--- config.mk ---
export PLATFORM = sky130hd
export DESIGN_NAME = mod_engine
export DESIGN_NICKNAME = d
export VERILOG_FILES = /design/src/rtl/mod_engine.sv
export SDC_FILE = /design/constraint.sdc
export NUM_CORES = 1
export LEC_CHECK = 0
export CAP_MARGIN = 20
export CORE_MARGIN = 2
export CORE_UTILIZATION = 35
export DETAILED_ROUTE_END_ITERATION = 10
export PLACE_DENSITY = 0.6
export SYNTH_ARGS = -nofsm -noshare
export SYNTH_HDL_FRONTEND = slang
export SYNTH_SLANG_ARGS = --single-unit
--- constraint.sdc ---
create_clock -name clk -period 5 [get_ports clk]
set_input_delay 0.5 -clock clk [delete_from_list [all_inputs] [get_ports clk]]
set_output_delay 0.5 -clock clk [all_outputs]
set_load 0.1 [all_outputs]
--- src/rtl/mod_engine.sv ---
// Two-oscillator modulation engine: single-cycle combine modes plus a
// sequential shift-add ring modulator (mode 011) taking M cycles.
module mod_engine #(
  parameter int M = 12,
  parameter int O = 16
) (
  input  logic         clk,
  input  logic         rst_n,
  input  logic [M-1:0] osc0,
  input  logic [M-1:0] osc1,
  input  logic [2:0]   modulation_select,
  input  logic         in_valid,
  output logic         in_ready,
  output logic [O-1:0] modulation_out,
  output logic         out_valid
);

  localparam int SH = O - M;
  localparam int CW = $clog2(M + 1);

  typedef enum logic {IDLE, MUL} state_t;

  state_t         state_reg, state_next;
  logic [M-1:0]   a_reg;
  logic [2*M-1:0] prod_reg, prod_next;
  logic [CW-1:0]  step_reg;
  logic [O-1:0]   out_reg;
  logic           out_valid_reg;

  logic           accept;
  logic           mul_done;
  logic [M:0]     add_sum;
  logic [M:0]     sum_full;
  logic [M-1:0]   avg, diff_avg, inv1, sat_sum;
  logic [O-1:0]   fill_mask;
  logic [O-1:0]   mode_result;

  // Ones mask over the LSBs that sit below a left-aligned M-bit value.
  for (genvar gi = 0; gi < O; gi++) begin : g_fill
    assign fill_mask[gi] = (gi < SH);
  end

  function automatic logic [O-1:0] align(input logic [M-1:0] v);
    return O'(v) << SH;
  endfunction

  assign accept   = in_valid && (state_reg == IDLE);
  assign mul_done = (state_reg == MUL) && (step_reg == CW'(M - 1));

  assign in_ready       = (state_reg == IDLE);
  assign modulation_out = out_reg;
  assign out_valid      = out_valid_reg;

  always_comb begin
    state_next = state_reg;
    case (state_reg)
      IDLE: if (accept && modulation_select == 3'b011) state_next = MUL;
      MUL:  if (mul_done) state_next = IDLE;
      default: state_next = IDLE;
    endcase
  end

  always_ff @(posedge clk or negedge rst_n) begin
    if (!rst_n) state_reg <= IDLE;
    else        state_reg <= state_next;
  end

  // One shift-add step: add multiplicand into the high half when the
  // current multiplier LSB is set, then shift the whole product right.
  always_comb begin
    add_sum   = {1'b0, prod_reg[2*M-1:M]} + (prod_reg[0] ? {1'b0, a_reg} : '0);
    prod_next = {add_sum, prod_reg[M-1:1]};
  end

  always_comb begin
    inv1     = ~osc1;
    avg      = (osc0 >> 1) + (osc1 >> 1);
    diff_avg = (osc0 >> 1) + (inv1 >> 1);
    sum_full = {1'b0, osc0} + {1'b0, osc1};
    sat_sum  = sum_full[M] ? '1 : sum_full[M-1:0];
    mode_result = '0;
    case (modulation_select)
      3'b000:  mode_result = align(avg);
      3'b001:  mode_result = align(diff_avg) | fill_mask;
      3'b010:  mode_result = align(sat_sum);
      3'b100:  mode_result = align(osc0);
      3'b101:  mode_result = align(osc1);
      3'b110:  mode_result = align(osc0 ^ osc1);
      3'b111:  mode_result = align(osc0 & osc1);
      default: mode_result = '0;
    endcase
  end

  always_ff @(posedge clk or negedge rst_n) begin
    if (!rst_n) begin
      a_reg         <= '0;
      prod_reg      <= '0;
      step_reg      <= '0;
      out_reg       <= '0;
      out_valid_reg <= 1'b0;
    end else begin
      out_valid_reg <= 1'b0;
      if (accept) begin
        if (modulation_select == 3'b011) begin
          a_reg    <= osc0;
          prod_reg <= {{M{1'b0}}, osc1};
          step_reg <= '0;
        end else begin
          out_reg       <= mode_result;
          out_valid_reg <= 1'b1;
        end
      end else if (state_reg == MUL) begin
        prod_reg <= prod_next;
        if (mul_done) begin
          step_reg      <= '0;
          out_reg       <= prod_next[2*M-1 -: O];
          out_valid_reg <= 1'b1;
        end else begin
          step_reg <= step_reg + 1'b1;
        end
      end
    end
  end

endmodule

==> results of run 1 <==
-- logic make-up (layout without fill, tap and decap cells) --
kind of cell,after synthesis,count (layout),synth area share (%)
buffers and inverters,38,89,3.17
xor gates and xnor gates,31,31,5.92
and+or+nand+nor,174,174,17.1
AOI/OAI and AO/OA,161,161,22.8
DFF,58,58,31.7
adders and majority gates,39,39,11.1
muxes,26,26,8.21
-- cell type report --
type                    count  area (sq um)  share of cell area [%]
multi-input cells         431          3000                    53.8
clock inverters             2          35.0                   0.628
flip-flops and latches     58          1450                    26.0
inverters                  17          63.8                    1.14
well taps                 172           215                    3.86
clock buffers              13           270                    4.85
repair buffers             57           541                    9.69
-- through the flow --
| step | setup slack (ns) | cells | hold slack (ns) | power [uW] | area (sq um) |
|---|---|---|---|---|---|
| 3_3_place_gp | 0.920 | 735 | 0.456 | 2330 | 5270 |
| 6_report | 1.11 | 750 | 0.299 | 2990 | 5580 |
| 5_1_grt | 0.915 | 750 | 0.389 | 3180 | 5580 |
| 4_1_cts | 1.16 | 750 | 0.355 | 3010 | 5580 |
| 2_1_floorplan | 1.03 | 527 | 0.204 | 1930 | 4590 |
| 3_5_place_dp | 0.818 | 735 | 0.456 | 2360 | 5270 |
-- worst min-delay path by stage --
stage	from	end	slack, ns	cells past startpoint
floorplan	rst_n	a_reg[0]$_DFFE_PN0P_	0.20	0
global placement	a_reg[1]$_DFFE_PN0P_	a_reg[1]$_DFFE_PN0P_	0.46	2
detailed placement	a_reg[4]$_DFFE_PN0P_	a_reg[4]$_DFFE_PN0P_	0.46	2
CTS	rst_n	prod_reg[7]$_DFFE_PN0P_	0.35	2
global route	rst_n	prod_reg[7]$_DFFE_PN0P_	0.39	2
finish	rst_n	prod_reg[7]$_DFFE_PN0P_	0.30	2
-- worst max-delay path: stages --
cell             delay, ns
clkdlybuf4s50_1       0.45
buf_4                 0.23
inv_1                 0.16
nor3_2                0.17
buf_4                 0.24
xor2_1                0.18
ha_1                  0.21
inv_1                 0.06
fa_1                  0.38
nand2b_1              0.20
a21oi_1               0.26
o22ai_1               0.18
xnor2_1               0.16
a221o_1               0.30
o21a_1                0.17
a221o_1               0.25
-- cells in the final DEF (no fill, tap or decap), types with 7 or more instances in the layout --
| cell type | n |
|---|---|
| dfrtp_1 | 58 |
| nand3_1 | 12 |
| a21oi_1 | 27 |
| and3_1 | 7 |
| clkdlybuf4s50_1 | 46 |
| o21ai_0 | 59 |
| buf_4 | 10 |
| and2_1 | 13 |
| o211ai_1 | 7 |
| inv_1 | 17 |
| xnor2_1 | 11 |
| nor3_1 | 8 |
| a21o_1 | 7 |
| nor2_1 | 20 |
| ha_1 | 36 |
| xor2_1 | 20 |
| nand2_1 | 93 |
| mux2i_1 | 17 |
| mux4_2 | 8 |
| a211oi_1 | 14 |
| clkbuf_16 | 9 |
-- per-layer routing --
layer / vias to the layer above / wire (um) / share of wire (%) / global-route usage [%]
met3: 21 / 799 / 5.9 / 4.01
met2: 139 / 6400 / 47 / 32.6
met4: 0 / 234 / 1.7 / 5.21
met1: 2039 / 6210 / 46 / 27.0
li1: 2023 / - / - / -
met5: - / 0 / 0 / 0
-- power by group through the flow --
stage          combinational [uW]  clock [uW]  sequential, uW
6_report                     1520         640             825
5_1_grt                      1650         676             858
4_1_cts                      1530         658             828
3_5_place_dp                 1520           0             834
3_3_place_gp                 1500           0             828
2_1_floorplan                 728           0            1200
==> results.yml, run 1 <==
outcome:
  status: "completed"
die:
  rows: 41
  die-area_sq_um: 14000
  core-area_sq_um: 12700
  num_io_pins: 48
  start_util_pct: 36.0
  die_h_um: 118
  dieWidth_um: 118
finish:
  final_core_util_pct: 43.8
  drive_gt1_share_pct: 7.09
  diodes: 0
  num-fill-cells: 1268
  syn2layout_area_growth_pct: 21.6
  largest_register_ffs: 24
  final_nets: 643
setup_path:
  startpoint_type: "input port"
  r2r_slack_ns: 2.05
  crit_type: "in2reg"
  arrival_ns: 4.10
  worstSetupStartpoint: "modulation_select[0]"
  reg2reg_depth: 7
  crit_required_ns: 5.21
  crit_end: "modulation_out[12]$_DFFE_PN0P_"
  cp-end-kind: "flop"
  crit_path_max_fanout: 15
  timing.rr.end: "prod_reg[8]$_DFFE_PN0P_"
  timing.rr.start: "state_reg$_DFF_PN0_"
hold_path:
  worstHoldPathType: "in2async"
power_and_ir_drop:
  pwr_density_cell_nw_per_um2: 536
  power.switching_uw: 1400
  internal_power_uw: 1580
  p_sw_share_pct: 47.0
  p_comb_share_pct: 51.0
  seq_power_share_pct: 27.6
  power.share.clock_pct: 21.4
  peakVddDrop_uv: 198
  power_leakage_uw: 0.00247
routing:
  routed_wl_mm: 13.6
  vias: 4222
  first_pass_iters: 5
  drcViolationCount: 0
  wire_per_inst_um: 18.2
  drtIter0Drc: 309
  drtAntennaViolNets: 0
  vias_per_cell: 5.63
timing:
  slew_viol_final: 0
  final.setup.tns_ns: 0
  fmax_mhz: 257
  skew_ns: 0.00653
  fin_crit_ns: 3.89
  relSlewSlack_pct: 34.1
  report.final.hold_viol_count: 0
  setup_violations: 0
  grt_setup_unrepaired: "false"
  fin_crit_sh_pct: 77.7
  worst_slew_pin_slew_ns: 0.985
clocking:
  clock_latency_ns: 0.33
  htree_levels: 3
  cts_repair_resize_count: 0
  cts_made_buffers: 9
  cts_buffer_depth: 2
  clock-root-buffer: "clkbuf_16"
  cts_tree: "yes"
  clk_pin_slew_ns: 0.06
  clock_sinks: 58
  cts_hold_buf: 0
  post_cts_buffers: 0
synth:
  synth_cells: 527
  syn_nets: 596
  synthArstFlopShare_pct: 100
  synth.top_cell.area_share_pct: 31.7
  ys_types: 56
  avgSynthCellArea_sq_um: 8.70
  yosysSeqAreaShare_pct: 31.7
  yosys_warnings: 0
  synth_top_cell_by_area: "dfrtp_1"
  yosys.cell_count.top_type: "nand2_1"
  synth_edf_count: 0
  syn_area_sq_um: 4590
  synth_common_cells: "93 x nand2_1, 59 x o21ai_0, 58 x dfrtp_1"
  ys_top_cells_by_area: "dfrtp_1 32%, ha_1 9.8%, nand2_1 7.6%"
  synthFlopType: "dfrtp_1"
  ys_ff_latch: 58
global_route:
  grt.total_usage_pct: 19.9
  grt_pass1_wl_mm: 22.2
  antenna_found_initial: 0
  grt_start_max_net_pins: 59
  grt_remaining_overflow: 0
  grt_pass1_vias: 4160
placed_design:
  port_buffers: 47
  dp_hpwl_mm: 10.5
  gp_congestion: 0.977
run:
  cap_violations: 0
(Power assumes the default switching activity.)
==> run 2: changes to the inputs <==
==> constraint.sdc (replaced) <==
create_clock -name clk -period 3.6 [get_ports clk]
set_input_delay 0.36 -clock clk [delete_from_list [all_inputs] [get_ports clk]]
set_output_delay 0.36 -clock clk [all_outputs]
set_load 0.1 [all_outputs]
==> run 2 against run 1 <==
  * Sequential share of layout area down 0.37 points
  * Power grew 43%
  * Clock skew is 0.00055 ns lower
  * Critical path depth shrank 2
==> results.yml, run 2 (same netlist as run 1, synthesis figures left out) <==
outcome:
  status: "completed"
power_and_ir_drop:
  seq_power_share_pct: 26.2
  p_comb_share_pct: 50.3
  power_leakage_uw: 0.00251
  p_sw_share_pct: 46.1
  power.share.clock_pct: 23.5
  power.switching_uw: 1970
  pwr_density_cell_nw_per_um2: 756
  internal_power_uw: 2300
  peakVddDrop_uv: 234
setup_path:
  crit_type: "in2reg"
  cp-end-kind: "flop"
  startpoint_type: "input port"
  slowest_delay_ns: 0.48
  worst-path-buf-inv: 3
  crit_path_max_fanout: 3
  crit_family: "compound AO/OA/AOI/OAI gates"
  critPathSlowestCell: "clkdlybuf4s50_1"
  crit_required_ns: 3.81
  arrival_ns: 3.45
  worstPathCellList: "clkdlybuf4s50_1 > inv_1 > nor3_2 > xor2_1 > ha_1 > inv_1 > fa_1 > nand2b_1 > a21oi_1 > o22ai_1 > xnor2_1 > a221o_1 > o21a_1 > a221o_1"
finish:
  largest_register_ffs: 24
  diodes: 0
  syn2layout_area_growth_pct: 23.3
  drive_gt1_share_pct: 8.39
  layout_common_cells: "93 x nand2_1, 59 x o21ai_0, 58 x dfrtp_1, 45 x clkdlybuf4s50_1, 36 x ha_1"
  final_common_cell: "nand2_1"
  num-fill-cells: 1319
  final_nets: 648
clocking:
  cts_buffer_depth: 2
  cts_hold_buf: 0
  htree_levels: 3
  cts_repair_resize_count: 0
  clk_pin_slew_ns: 0.05
  cts_tree: "yes"
  clock_latency_ns: 0.33
  cts_made_buffers: 9
  clock_sinks: 58
  post_cts_buffers: 0
  clock-root-buffer: "clkbuf_16"
die:
  dieWidth_um: 118
  die-area_sq_um: 14000
  start_util_pct: 36.0
  rows: 41
  num_io_pins: 48
  core-area_sq_um: 12700
  die_h_um: 118
routing:
  drtAntennaViolNets: 0
  vias_per_cell: 5.55
  first_pass_iters: 5
  drtIter0Drc: 346
  drcViolationCount: 0
  wire_per_inst_um: 18.0
  routed_wl_mm: 13.6
  vias: 4197
timing:
  report.final.hold_viol_count: 0
  setup_violations: 0
  finalWorstSetupSlack_ns: 0.366
  fin_crit_sh_pct: 89.8
  grt_setup_unrepaired: "false"
  final.setup.tns_ns: 0
  fmax_mhz: 309
  skew_ns: 0.00598
  whs_ns: 0.0728
  relSlewSlack_pct: 34.5
  fin_crit_ns: 3.23
  slew_viol_final: 0
  worst_slew_pin_slew_ns: 0.979
hold_path:
  worstHoldPathType: "in2async"
placed_design:
  place_ws_ns: 0.0306
  port_buffers: 47
  dp_hpwl_mm: 10.6
  gp_congestion: 0.875
global_route:
  grt_pass1_wl_mm: 22.2
  grt_pass1_vias: 4168
  grt_remaining_overflow: 0
  grt.total_usage_pct: 20.1
  grt_start_max_net_pins: 33
  antenna_found_initial: 0
run:
  cap_violations: 0
-- run 2: stage by stage --
step / total power, uW / util, % / cells / cell area [sq um]
6_report: 4280 / 44.5 / 756 / 5660
5_1_grt: 4540 / 44.5 / 756 / 5660
4_1_cts: 4310 / 44.5 / 756 / 5660
3_5_place_dp: 3280 / 41.7 / 740 / 5310
3_3_place_gp: 3250 / 41.7 / 740 / 5310
2_1_floorplan: 2680 / - / 527 / 4590
-- run 2: area by class of cell --
| cell class | instances | area (sq um) | share of cell area (%) |
|---|---|---|---|
| clock buffers | 9 | 225 | 3.98 |
| clock inverters | 7 | 125 | 2.21 |
| inverters | 17 | 63.8 | 1.13 |
| multi-input cells | 431 | 3000 | 53.0 |
| flip-flops and latches | 58 | 1450 | 25.7 |
| well taps | 172 | 215 | 3.81 |
| repair buffers | 62 | 576 | 10.2 |
-- run 2: worst reg2reg max path, stage by stage, from the launching register on --
cell	delay, ns
dfrtp_1	0.51
and2_1	0.24
ha_1	0.23
fa_1	0.43
a211o_1	0.28
o211ai_1	0.21
a211o_1	0.24
a21oi_1	0.13
a211oi_1	0.32
a31oi_1	0.08
o211ai_1	0.10
-- run 2: routing by layer --
layer | part of all wire (%) | vias to the layer above | track usage [%]
met3 | 5.3 | 15 | 4.54
met4 | 1.8 | 0 | 5.58
li1 | - | 2044 | -
met1 | 48 | 2034 | 27.9
met5 | 0 | - | 0
met2 | 45 | 104 | 31.3
-- run 2: worst paths after layout --
path	startpoint	end	slack, ns	cells past startpoint
setup reg to reg	prod_reg[0]$_DFFE_PN0P_	modulation_out[13]$_DFFE_PN0P_	0.75	10
hold reg to reg	a_reg[7]$_DFFE_PN0P_	a_reg[7]$_DFFE_PN0P_	0.47	2
min in group clk	a_reg[7]$_DFFE_PN0P_	a_reg[7]$_DFFE_PN0P_	0.47	2
max in group asynchronous	rst_n	prod_reg[16]$_DFFE_PN0P_	2.66	2
hold / removal	rst_n	prod_reg[7]$_DFFE_PN0P_	0.07	1
setup / recovery	modulation_select[0]	modulation_out[12]$_DFFE_PN0P_	0.37	14
-- run 2: power groups by stage --
stage / clock network, uW / registers, uW / logic (uW)
after floorplan: 0 / 1670 / 1010
after global placement: 0 / 1130 / 2120
after detailed placement: 0 / 1130 / 2150
after CTS: 1030 / 1120 / 2160
after global routing: 1060 / 1160 / 2330
final: 1010 / 1120 / 2150
==> run 3: changes to the inputs <==
--- a/config.mk
+++ b/config.mk
@@ -9,7 +9,6 @@
 export CORE_MARGIN = 2
 export CORE_UTILIZATION = 35
 export DETAILED_ROUTE_END_ITERATION = 10
-export PLACE_DENSITY = 0.6
 export SYNTH_ARGS = -nofsm -noshare
 export SYNTH_HDL_FRONTEND = slang
 export SYNTH_SLANG_ARGS = --single-unit
==> results of run 3 <==
Final layout, timing and power as in run 2 (identical DEF).
